==> config.mk <==
export PLATFORM = sky130hd
export DESIGN_NAME = riscv_load_unit
export DESIGN_NICKNAME = d
export VERILOG_FILES = /design/src/rtl/riscv_load_unit_pkg.sv /design/src/rtl/riscv_load_extract.sv /design/src/rtl/riscv_load_unit.sv
export SDC_FILE = /design/constraint.sdc
export NUM_CORES = 1
export LEC_CHECK = 0
export ABC_AREA = 0
export CORE_MARGIN = 2
export CORE_UTILIZATION = 30
export DETAILED_ROUTE_END_ITERATION = 10
export SYNTH_ARGS = -nofsm -noshare
export SYNTH_HDL_FRONTEND = slang
export SYNTH_HIERARCHICAL = 1
export SYNTH_SLANG_ARGS = --single-unit
==> constraint.sdc <==
create_clock -name i_clk -period 3.6 [get_ports i_clk]
set_clock_uncertainty 0.1 [all_clocks]
set_input_delay 0.36 -clock i_clk [delete_from_list [all_inputs] [get_ports i_clk]]
set_output_delay 0.36 -clock i_clk [all_outputs]
set_load 0.1 [all_outputs]
==> src/rtl/riscv_load_unit_pkg.sv <==
// Shared type codes and FSM encoding for the data-RAM load unit.
package riscv_load_unit_pkg;

  localparam int unsigned LdTypeW = 3;

  // Load type codes follow the RISC-V funct3 encoding; any other value decodes as LW.
  typedef enum logic [LdTypeW-1:0] {
    LdLb  = 3'b000,
    LdLh  = 3'b001,
    LdLw  = 3'b010,
    LdLbu = 3'b100,
    LdLhu = 3'b101
  } ld_type_e;

  typedef enum logic [1:0] {
    StIdle = 2'b00,
    StWait = 2'b01,
    StResp = 2'b10
  } ldu_state_e;

endpackage

==> src/rtl/riscv_load_extract.sv <==
// Byte/halfword lane selection, sign/zero extension and alignment check for one load.
module riscv_load_extract
  import riscv_load_unit_pkg::*;
(
  input  logic [2:0]  i_type,
  input  logic [1:0]  i_offset,
  input  logic [31:0] i_word,
  output logic [31:0] o_data,
  output logic        o_misaligned
);

  logic [7:0]  w_byte;
  logic [15:0] w_half;

  // Little-endian lanes: byte n is bits [8n+7:8n].
  assign w_byte = i_word[{i_offset, 3'b000} +: 8];
  assign w_half = i_offset[1] ? i_word[31:16] : i_word[15:0];

  // Decode the load type into extended data and the misaligned flag.
  always_comb begin
    o_data       = i_word;
    o_misaligned = 1'b0;
    case (i_type)
      LdLb:  o_data = {{24{w_byte[7]}}, w_byte};
      LdLbu: o_data = {24'h0, w_byte};
      LdLh: begin
        o_data       = {{16{w_half[15]}}, w_half};
        o_misaligned = i_offset[0];
      end
      LdLhu: begin
        o_data       = {16'h0, w_half};
        o_misaligned = i_offset[0];
      end
      default: begin
        o_data       = i_word;
        o_misaligned = |i_offset;
      end
    endcase
  end

endmodule

==> src/rtl/riscv_load_unit.sv <==
// Load unit: accepts MEM-stage loads, reads the synchronous data RAM, returns extended data.
module riscv_load_unit
  import riscv_load_unit_pkg::*;
#(
  parameter int unsigned READ_LATENCY = 1,
  parameter int unsigned ADDR_W       = 14
) (
  input  logic              i_clk,
  input  logic              i_rst_n,
  input  logic              i_mem_en,
  input  logic              i_ld_req_valid,
  output logic              o_ld_req_ready,
  input  logic [2:0]        i_ld_type,
  input  logic [31:0]       i_ld_addr,
  input  logic [4:0]        i_ld_rd,
  output logic              o_mem_rd_en,
  output logic [ADDR_W-1:0] o_mem_addr,
  input  logic [31:0]       i_mem_rdata,
  output logic              o_ld_rsp_valid,
  input  logic              i_ld_rsp_ready,
  output logic [31:0]       o_ld_rsp_data,
  output logic [4:0]        o_ld_rsp_rd,
  output logic              o_ld_rsp_misaligned
);

  localparam int unsigned CntW = $clog2(READ_LATENCY + 1);

  ldu_state_e        r_state, w_state_nxt;
  logic [CntW-1:0]   r_cnt, w_cnt_nxt;
  logic [2:0]        r_type, w_type_nxt;
  logic [1:0]        r_off, w_off_nxt;
  logic [4:0]        r_rd, w_rd_nxt;
  logic [ADDR_W-1:0] r_mem_addr, w_mem_addr_nxt;
  logic              r_mem_rd_en, w_mem_rd_en_nxt;
  logic [31:0]       r_rsp_data, w_rsp_data_nxt;
  logic              r_rsp_mis, w_rsp_mis_nxt;

  logic              w_req_ready;
  logic              w_accept;
  logic [2:0]        w_ext_type;
  logic [1:0]        w_ext_off;
  logic [31:0]       w_ext_data;
  logic              w_ext_mis;
  logic              w_unused_addr;

  // Address bits above the RAM word range are intentionally dropped.
  assign w_unused_addr = ^i_ld_addr[31:ADDR_W+2];

  assign w_req_ready = (r_state == StIdle) & i_mem_en;
  assign w_accept    = w_req_ready & i_ld_req_valid;

  // In IDLE the extractor judges alignment of the incoming request; later it decodes the capture.
  assign w_ext_type = (r_state == StIdle) ? i_ld_type : r_type;
  assign w_ext_off  = (r_state == StIdle) ? i_ld_addr[1:0] : r_off;

  riscv_load_extract u_extract (
    .i_type       (w_ext_type),
    .i_offset     (w_ext_off),
    .i_word       (i_mem_rdata),
    .o_data       (w_ext_data),
    .o_misaligned (w_ext_mis)
  );

  // Next-state and datapath updates for the IDLE -> WAIT -> RESP sequence.
  always_comb begin
    w_state_nxt     = r_state;
    w_cnt_nxt       = r_cnt;
    w_type_nxt      = r_type;
    w_off_nxt       = r_off;
    w_rd_nxt        = r_rd;
    w_mem_addr_nxt  = r_mem_addr;
    w_mem_rd_en_nxt = 1'b0;
    w_rsp_data_nxt  = r_rsp_data;
    w_rsp_mis_nxt   = r_rsp_mis;
    case (r_state)
      StIdle: begin
        if (w_accept) begin
          w_type_nxt = i_ld_type;
          w_off_nxt  = i_ld_addr[1:0];
          w_rd_nxt   = i_ld_rd;
          if (w_ext_mis) begin
            w_rsp_data_nxt = 32'h0;
            w_rsp_mis_nxt  = 1'b1;
            w_state_nxt    = StResp;
          end else begin
            w_mem_addr_nxt  = i_ld_addr[ADDR_W+1:2];
            w_mem_rd_en_nxt = 1'b1;
            w_cnt_nxt       = CntW'(READ_LATENCY);
            w_rsp_mis_nxt   = 1'b0;
            w_state_nxt     = StWait;
          end
        end
      end
      StWait: begin
        // Last wait cycle: RAM data is valid now, so register the extracted result.
        if (r_cnt == CntW'(1)) begin
          w_cnt_nxt      = '0;
          w_rsp_data_nxt = w_ext_data;
          w_rsp_mis_nxt  = 1'b0;
          w_state_nxt    = StResp;
        end else begin
          w_cnt_nxt = r_cnt - CntW'(1);
        end
      end
      StResp: begin
        if (i_ld_rsp_ready) begin
          w_state_nxt = StIdle;
        end
      end
      default: w_state_nxt = StIdle;
    endcase
  end

  // State and datapath registers with asynchronous clear.
  always_ff @(posedge i_clk or negedge i_rst_n) begin
    if (!i_rst_n) begin
      r_state     <= StIdle;
      r_cnt       <= '0;
      r_type      <= '0;
      r_off       <= '0;
      r_rd        <= '0;
      r_mem_addr  <= '0;
      r_mem_rd_en <= 1'b0;
      r_rsp_data  <= '0;
      r_rsp_mis   <= 1'b0;
    end else begin
      r_state     <= w_state_nxt;
      r_cnt       <= w_cnt_nxt;
      r_type      <= w_type_nxt;
      r_off       <= w_off_nxt;
      r_rd        <= w_rd_nxt;
      r_mem_addr  <= w_mem_addr_nxt;
      r_mem_rd_en <= w_mem_rd_en_nxt;
      r_rsp_data  <= w_rsp_data_nxt;
      r_rsp_mis   <= w_rsp_mis_nxt;
    end
  end

  assign o_ld_req_ready      = w_req_ready;
  assign o_mem_rd_en         = r_mem_rd_en;
  assign o_mem_addr          = r_mem_addr;
  assign o_ld_rsp_valid      = (r_state == StResp);
  assign o_ld_rsp_data       = r_rsp_data;
  assign o_ld_rsp_rd         = r_rd;
  assign o_ld_rsp_misaligned = r_rsp_mis;

endmodule

Yosys cells after proc, flatten, opt, wreduce, memory -nomap -nowiden
Cells that the tools add are included.
{"block": "word_totals", "elab_cells": 61, "reg_bits": 61}
{"block": "classes", "shift": 1, "mux": 25, "addsub": 1, "reduce_logical": 12, "eq_ne": 10, "n_bitwise": 3}
{"op": "$pmux W32 S4", "count": 1}
{"op": "$mux W32", "count": 3}
{"op": "$pmux W32 S2", "count": 1}
{"op": "$shiftx A32 B6 Y8", "count": 1}
{"op": "$mux W16", "count": 1}
{"op": "$reduce_and A3 Y1", "count": 4}
{"op": "$mux W2", "count": 5}
{"op": "$mux W1", "count": 9}
{"op": "$eq A3 B3 Y1 const B", "count": 2}
{"op": "$ne A2 B2 Y1 const B", "count": 3}
{"op": "$pmux W1 S2", "count": 3}
{"op": "$pmux W2 S3", "count": 1}
{"op": "$reduce_or A2 Y1", "count": 3}
{"op": "$ne A2 B1 Y1 const B", "count": 2}
{"op": "$reduce_and A4 Y1", "count": 1}
{"op": "$eq A3 B1 Y1 const B", "count": 1}
{"op": "$logic_not A3 Y1", "count": 1}
{"op": "$mux W3", "count": 1}
{"op": "$and A1 B1 Y1", "count": 2}
{"op": "$eq A2 B1 Y1 const B", "count": 1}
{"op": "$eq A2 B2 Y1 const B", "count": 1}
{"op": "$logic_not A2 Y1", "count": 1}
{"op": "$reduce_and A2 Y1", "count": 1}
{"op": "$reduce_bool A2 Y1", "count": 1}
{"op": "2 further kinds", "count": 2}

Longest topological paths before layout
Gate-level depths: netlist (run 1).
{"block": "logic_depth", "ltp_word": 8, "ltp_mapped": 11, "mapped_depth_nobuf": 7}

Hierarchy
The synthesis (run 1) kept the hierarchy.
{"module": "riscv_load_unit", "area_per_inst_um2": 2356.0, "n_inst": 1, "seq_area_each_um2": 1526.5, "cells_per_inst": 156}
{"module": "riscv_load_extract", "area_per_inst_um2": 753.2, "n_inst": 1, "seq_area_each_um2": 0.0, "cells_per_inst": 123}

Least setup slack after synthesis (run 1)
OpenSTA, ideal clock, no wires.
{"block": "synth_timing", "path_kind": "reg2reg", "from": "register r_state[1]", "to": "register r_mem_addr[10] (netlist: o_mem_addr[10])", "setup_ps": 128, "path_buffers": 5, "setup_slack_ps": 869, "arrival_time_ps": 2503, "synth_period_minus_slack_ps": 2731, "stages_incl_launch_ff": 12, "path_cell_list": "dfrtp_1 -> buf_2 -> nor2_1 -> mux2_2 -> buf_2 -> buf_1 -> a21oi_1 -> nor2_1 -> and2b_1 -> buf_4 -> buf_8 -> mux2_1"}
{"block": "synth_via", "elab_chain_len": 7}
{"item": "from (decl)", "line_no": "riscv_load_unit.sv:28", "text": "ldu_state_e r_state, w_state_nxt;"}
{"item": "from (signal assigned)", "line_no": "riscv_load_unit.sv:117", "text": "r_state <= StIdle;"}
{"item": "from (signal assigned)", "line_no": "riscv_load_unit.sv:127", "text": "r_state <= w_state_nxt;"}
{"item": "$logic_not A2 Y1 (*)", "line_no": "riscv_load_unit.sv:53", "text": "assign w_ext_type = (r_state == StIdle) ? i_ld_type : r_type;"}
{"item": "$mux W3 (*)", "line_no": "riscv_load_unit.sv:53"}
{"item": "named net w_ext_type[1]", "line_no": "riscv_load_unit.sv:40", "text": "logic [2:0] w_ext_type;"}
{"item": "$eq A3 B1 Y1 (tied with other cells)", "line_no": "riscv_load_extract.sv:23", "text": "case (i_type)"}
{"item": "$reduce_or A2 Y1 (no line)"}
{"item": "$pmux W1 S2 (*)", "line_no": "riscv_load_extract.sv:23"}
{"item": "named net w_ext_mis", "line_no": "riscv_load_unit.sv:43", "text": "logic w_ext_mis;"}
{"item": "$not A1 Y1 (no line) (*)"}
{"item": "$reduce_and A3 Y1 (no line) (*)"}
{"item": "to (signal assigned)", "line_no": "riscv_load_unit.sv:132", "text": "r_mem_addr <= w_mem_addr_nxt;"}
{"item": "to (decl)", "line_no": "riscv_load_unit.sv:33", "text": "logic [ADDR_W-1:0] r_mem_addr, w_mem_addr_nxt;"}
The timed path passes the listed nets; every way through them passes the cells marked *.
A chain may end at the register's enable or synchronous reset.

Worst setup path in the final report (run 1)
{"block": "layout_timing", "from": "register r_state[0]", "to": "register r_rsp_data[8] (netlist: o_ld_rsp_data[8])"}
{"block": "layout_via", "elab_chain_len": 7}
{"item": "$logic_not A2 Y1 (*)", "line_no": "riscv_load_unit.sv:53"}
{"item": "$mux W3 (*)", "line_no": "riscv_load_unit.sv:53"}
{"item": "named net w_ext_type[0]", "line_no": "riscv_load_unit.sv:40"}
{"item": "$eq A3 B1 Y1 (tied with other cells)", "line_no": "riscv_load_extract.sv:23"}
{"item": "$reduce_or A2 Y1 (no line)"}
{"item": "$pmux W1 S2 (*)", "line_no": "riscv_load_extract.sv:23"}
{"item": "named net w_ext_mis", "line_no": "riscv_load_unit.sv:43"}
{"item": "$ne A2 B1 Y1 (no line) (*)"}
{"item": "$reduce_and A4 Y1 (no line) (*)"}
{"item": "to (signal assigned)", "line_no": "riscv_load_unit.sv:134", "text": "r_rsp_data <= w_rsp_data_nxt;"}
{"item": "to (decl)", "line_no": "riscv_load_unit.sv:35", "text": "logic [31:0] r_rsp_data, w_rsp_data_nxt;"}
The timed path passes the listed nets; every way through them passes the cells marked *. The select of a mux whose other input is x is not followed.

==> results.ini, run 1 <==
[die]
ioPinCount = 132
die_w_um = 106
core_area_um2 = 10200
num_rows = 37
start_util_pct = 30.5
die_y_um = 106
die_area_um2 = 11200

[synthesis]
avgSynthCellArea_um2 = 11.1
yosysUniqueCellTypes = 35
netlist.area_leader.share_pct = 49.1
synthArstFlopShare_pct = 100
seq_area_frac_synth_pct = 49.1
synthCells = 279
synth_area_um2 = 3110
ys_ff_latch = 61
yosys_warnings = 6
synth_commonest_cells = dfrtp_1 (61), a22o_1 (42), nand2_1 (37)
synth_most_common_cell = dfrtp_1
synth_top_area_cell = dfrtp_1
syn-num-nets = 356
synth_area_leaders = dfrtp_1 (49%), a22o_1 (12%), mux2_2 (8.3%), nand2_1 (4.5%), a211oi_1 (3.9%)
synth_top_flop_cell = dfrtp_1
synth_edf_count = 0

[cells_and_area]
multiInputGateArea_um2 = 1420
seqCellArea_um2 = 1530
diodes = 0
drive_above_1_share_pct = 13.0
synthToLayoutAreaGrowth_pct = 44.3
finalNetCount = 463
nFillCells = 997

[detailed_routing]
drt-initial-drc-count = 123
drtAntennaViolNets = 0
drc_errors = 0
dr.pass1.iters = 4
num_vias = 2602
wl_per_cell_um = 16.1
viasPerCell = 4.94
finalWirelength_mm = 8.46

[worst_setup_path]
crit_start = r_state[0]$_DFFE_PN0P_
r2r_start = r_state[0]$_DFFE_PN0P_
cp_data_required_time_ns = 3.78
worst_setup_path_start_kind = flip-flop
critPathCaptureType = flip-flop
path_class = flip-flop to flip-flop
critical_path_arrival_ns = 3.29
crit_fanout = 32

[clock_network]
postCtsResizedCells = 0
clockRootBuffer = clkbuf_8
holdBufCountCts = 0
postCtsSetupBuffers = 0
path_clk_slew_ns = 0.08
clock_latency_ns = 0.35
cts_sinks = 61
cts.path.max_buffers = 2
cts_tree = built
cts_inserted_buffers = 9
htree_num_levels = 3

[placed_design]
io_buffers = 115
dpl.hpwl_mm = 6.03
place.gp.congestion = 0.793
pre_cts_ws_ns = 0.479

[timing]
slew_violations = 0
finalHoldViolCount = 0
min_period_ns = 3.11
grt_setup_unrepaired = no
fmax_mhz = 322
worst_slack_ns = 0.493
post-route-period-util_pct = 86.3
tightestPinTransition_ns = 1.06
relSlewSlack_pct = 29.2
finalSetupTns_ns = 0
setup_viol = 0

[status]
status = complete, no violations

[global_routing]
globalRouteTotalUtil_pct = 15.5
antenna_found_initial = 0
grt_pass1_wl_mm = 13.4
grt_pass1_vias = 2554
grt_max_degree = 43
grt_overflow = 0

[flow_run]
drv_cap = 0

[min_path]
hp-class = input pin to async pin

## metal layers
layer	global-route usage [%]	vias to the layer above	share of wire, %
met2	23.0	69	46
met4	8.18	0	2.5
met1	21.4	1276	47
li1	-	1243	-
met5	0	-	0
met3	2.91	14	4.1
## layout make-up
| type | count | area share, % |
|---|---|---|
| Multi-Input combinational cell | 190 | 31.7 |
| Clock inverter | 6 | 0.865 |
| Timing Repair Buffer | 119 | 26.2 |
| Clock buffer | 10 | 3.07 |
| Inverter | 5 | 0.418 |
| Tap cell | 136 | 3.79 |
| Sequential cell | 61 | 34.0 |
## worst max-delay path, stage by stage (launching register included)
cell	delay, ns
dfrtp_1	0.49
nor2_1	0.42
mux2_2	0.56
a21oi_1	0.19
nor2_1	0.09
nand4b_1	0.09
a21o_1	0.83
a22o_1	0.26
## layout by cell type (no fill, tap or decap)
master	n
a211oi_1	16
a21o_1	1
a21oi_1	11
a221o_1	2
a22o_1	42
a22oi_1	1
a2bb2oi_2	1
and2_1	1
and2b_1	2
and4b_1	1
buf_2	1
buf_4	5
clkbuf_8	10
clkdlybuf4s50_1	113
clkinv_2	3
clkinv_4	1
clkinvlp_4	2
dfrtp_1	61
inv_1	5
mux2_1	8
mux2_2	23
mux2i_1	8
nand2_1	37
nand2b_1	3
nand4b_1	1
nor2_1	10
nor2_2	2
nor2b_1	4
nor2b_4	1
nor3_1	6
nor4bb_4	1
o21ai_0	2
o21ai_2	1
o21bai_1	2
o22ai_1	2
o311a_1	1
## state kept, by name (all words and copies together), names as in the netlist
signal               cells
o_ld_rsp_rd              5
r_type                   3
r_cnt                    1
o_ld_rsp_misaligned      1
o_mem_addr              14
r_state                  2
o_ld_rsp_data           32
r_off                    2
o_mem_rd_en              1
## final timing paths
check                                           endpoint  slack [ns]  cells past startpoint
max in group asynchronous  o_ld_rsp_data[20]$_DFFE_PN0P_        2.55                      2
setup reg to reg            o_ld_rsp_data[8]$_DFFE_PN0P_        0.49                      7
hold reg to reg                   r_state[0]$_DFFE_PN0P_        0.37                      1
hold / removal                o_ld_rsp_rd[3]$_DFFE_PN0P_       0.004                      1
min in group i_clk                r_state[0]$_DFFE_PN0P_        0.37                      1
setup / recovery            o_ld_rsp_data[8]$_DFFE_PN0P_        0.49                      7
## through the flow
step | cells | cell area (um^2) | utilization, % | hold slack, ns
detailed placement | 511 | 4310 | 42.3 | 0.371
global placement | 511 | 4310 | 42.3 | 0.366
CTS | 527 | 4490 | 44.0 | 0.0375
floorplan | 279 | 3110 | - | -0.0356
finish | 527 | 4490 | 44.0 | 0.00441
global route | 527 | 4490 | 44.0 | 0.0875
## cells by family after synthesis
logic type	count (synthesis)	synth area share, %
AOI/OAI and AO/OA	82	20.9
buffers and inverters	28	5.31
DFF	61	49.1
muxes	39	13.8
and+or+nand+nor	69	10.9
Power of run 1 is left out: the tool's default activity adds up to more than one toggle a clock period on the data nets, which glitch-free logic cannot reach.
==> run 2, diff against run 1 <==
--- a/config.mk
+++ b/config.mk
@@ -6,9 +6,10 @@
 export NUM_CORES = 1
 export LEC_CHECK = 0
 export ABC_AREA = 0
-export CORE_MARGIN = 2
+export CORE_MARGIN = 3
 export CORE_UTILIZATION = 30
 export DETAILED_ROUTE_END_ITERATION = 10
+export GPL_ROUTABILITY_DRIVEN = 0
 export SYNTH_ARGS = -nofsm -noshare
 export SYNTH_HDL_FRONTEND = slang
 export SYNTH_HIERARCHICAL = 1
==> constraint.sdc (replaced) <==
create_clock -name i_clk -period 2.5 [get_ports i_clk]
set_clock_uncertainty 0.1 [all_clocks]
set_input_delay 0.25 -clock i_clk [delete_from_list [all_inputs] [get_ports i_clk]]
set_output_delay 0.25 -clock i_clk [all_outputs]
set_load 0.1 [all_outputs]
==> run 2 against run 1 <==
Compared with the run above: the flow now finishes with violations (hold timing); worst setup slack worse by 0.40 ns; final area decreased by 0.42%; worst hold slack got worse by 0.036 ns; flip-flop and latch count stayed put; routed wire length grew 3.5%; non-clock buffer count up 11; clock-buffer cell count is 1 higher; critical path depth up 2; critical path type unchanged; critical endpoint is now o_ld_rsp_data[28]$_DFFE_PN0P_; highest routed layer unchanged.
==> results.ini, run 2 (synthesis results as in run 1) <==
[status]
status = complete, but fails checks
violations = hold timing

[cells_and_area]
final_cell_mix = buf_4 (68), dfrtp_1 (61), clkdlybuf4s50_1 (59), a22o_1 (42), nand2_1 (37)
finalNetCount = 474  ; +2.4%
synthToLayoutAreaGrowth_pct = 43.7
final_common_cell = buf_4
post-route-util_pct = 45.1  ; +1.0 points
multiInputGateArea_um2 = 1430  ; +0.79%
seqCellArea_um2 = 1530  ; unchanged
diodes = 0  ; unchanged
largest_reg_flops = 32  ; unchanged
nFillCells = 975  ; -2.2%
drive_above_1_share_pct = 29.1  ; +16 points

[global_routing]
grt_pass1_wl_mm = 13.9  ; +3.7%
use_met2_pct = 23.6  ; +0.63 points
globalRouteTotalUtil_pct = 15.2  ; -0.31 points
grt_use_met1_pct = 21.8  ; +0.41 points
grt_pass1_vias = 2663  ; +4.3%
grt_overflow = 0  ; unchanged
grt_max_degree = 62  ; +44%
grt_util_met3_pct = 2.28  ; -0.63 points
antenna_found_initial = 0  ; unchanged
top_usage_layer = met2

[worst_setup_path]
cpPeakStageDelay_ns = 0.42  ; -0.41 ns
critPathBufInv = 2  ; +2
critical_path_arrival_ns = 2.52  ; -0.77 ns
path_cells = nor2_4, mux2_2, buf_4, nor3_1, nor3_1, o21ai_2, buf_4, nand2_1, a22o_1
worst_setup_path_start_kind = flip-flop
cp_data_required_time_ns = 2.62  ; -1.16 ns
r2r_start = r_state[1]$_DFFE_PN0P_
crit_family = simple AND/OR/NAND/NOR gates
crit_fanout = 16  ; -50%
path_class = flip-flop to flip-flop
critPathCaptureType = flip-flop
crit_start = r_state[1]$_DFFE_PN0P_
critPathSlowestCell = mux2_2

[detailed_routing]
num_vias = 2604  ; +0.077%
drc_errors = 0  ; unchanged
finalWirelength_mm = 8.75  ; +3.5%
drtAntennaViolNets = 0  ; unchanged
viasPerCell = 4.87  ; -1.4%
drt-initial-drc-count = 99  ; -20%
dr.pass1.iters = 4  ; unchanged
wl_per_cell_um = 16.4  ; +1.9%

[timing]
worst_slack_ns = 0.0918  ; -0.401 ns
setup_viol = 0  ; unchanged
fmax_mhz = 415  ; +29%
finalSetupTns_ns = 0  ; unchanged
tightestPinTransition_ns = 0.754  ; -0.308 ns
finalHoldViolCount = 61  ; +61
min_period_ns = 2.41  ; -0.699 ns
holdWs_ns = -0.0312  ; -0.0356 ns
post-route-period-util_pct = 96.3  ; +10 points
grt_setup_unrepaired = no
slew_violations = 0  ; unchanged
relSlewSlack_pct = 49.7  ; +21 points

[clock_network]
clockRootBuffer = clkbuf_8
path_clk_slew_ns = 0.07  ; about the same
cts_sinks = 61  ; unchanged
cts.path.max_buffers = 2  ; unchanged
cts_inserted_buffers = 9  ; unchanged
postCtsSetupBuffers = 0  ; unchanged
htree_num_levels = 3  ; unchanged
clock_latency_ns = 0.33  ; -0.02 ns
cts_tree = built
postCtsResizedCells = 0  ; unchanged
holdBufCountCts = 0  ; unchanged

[die]
die_y_um = 108  ; +1.9%
core_area_um2 = 9910  ; -2.7%
num_rows = 36  ; -2.7%
ioPinCount = 132  ; unchanged
die_area_um2 = 11600  ; +3.8%
start_util_pct = 31.4  ; +0.85 points
die_w_um = 108  ; +1.9%

[flow_run]
drv_cap = 0  ; unchanged

[min_path]
hp-class = input pin to async pin

[placed_design]
io_buffers = 115  ; unchanged
dpl.hpwl_mm = 6.35  ; +5.3%
pre_cts_ws_ns = 0.101  ; -0.378 ns

-- run 2: changes by cell type in the layout (fill, tap and decap cells not counted), moves of 2 or more --
cell	delta
buf_4	+63
clkdlybuf4s50_1	-54
clkinv_2	-2
buf_12	+2
-- run 2: worst paths after layout --
check,end,slack [ns],depth (start not counted)
worst max-delay path,o_ld_rsp_data[28]$_DFFE_PN0P_,0.09,9
worst min-delay path,o_ld_rsp_data[18]$_DFFE_PN0P_,-0.03,2
worst max register to register,o_ld_rsp_data[28]$_DFFE_PN0P_,0.09,9
worst min register to register,o_mem_addr[7]$_DFFE_PN0P_,0.39,1
max in group asynchronous,r_state[0]$_DFFE_PN0P_,1.83,2
min in group i_clk,o_mem_addr[7]$_DFFE_PN0P_,0.39,1
-- run 2: metal layers --
metal	wire [um]	vias up
met3	338	8
met5	0	-
li1	-	1264
met2	4250	58
met1	4080	1274
met4	89	0
-- run 2: area by class of cell --
class	instances	share of cell area [%]
sequential	61	34.2
clock buffer	11	3.17
inverter	5	0.420
timing repair buffer	130	25.7
multi-input combinational	190	32.0
clock inverter	5	0.812
tap	133	3.73
-- run 2: stage by stage --
stage | instances | hold WS (ns) | area [um^2]
finish | 535 | -0.0312 | 4470
floorplan | 279 | -0.146 | 3130
global placement | 519 | 0.370 | 4290
global route | 535 | 0.0563 | 4470
detailed placement | 519 | 0.369 | 4290
CTS | 535 | 0.00437 | 4470
-- run 2: worst register-to-register path, stage by stage (launching register included) --
cell and delay (ns):
dfrtp_1 0.41, nor2_4 0.18, mux2_2 0.43, buf_4 0.21, nor3_1 0.21, nor3_1 0.09
o21ai_2 0.12, buf_4 0.23, nand2_1 0.09, a22o_1 0.22
Power of run 2 is left out for the same reason.
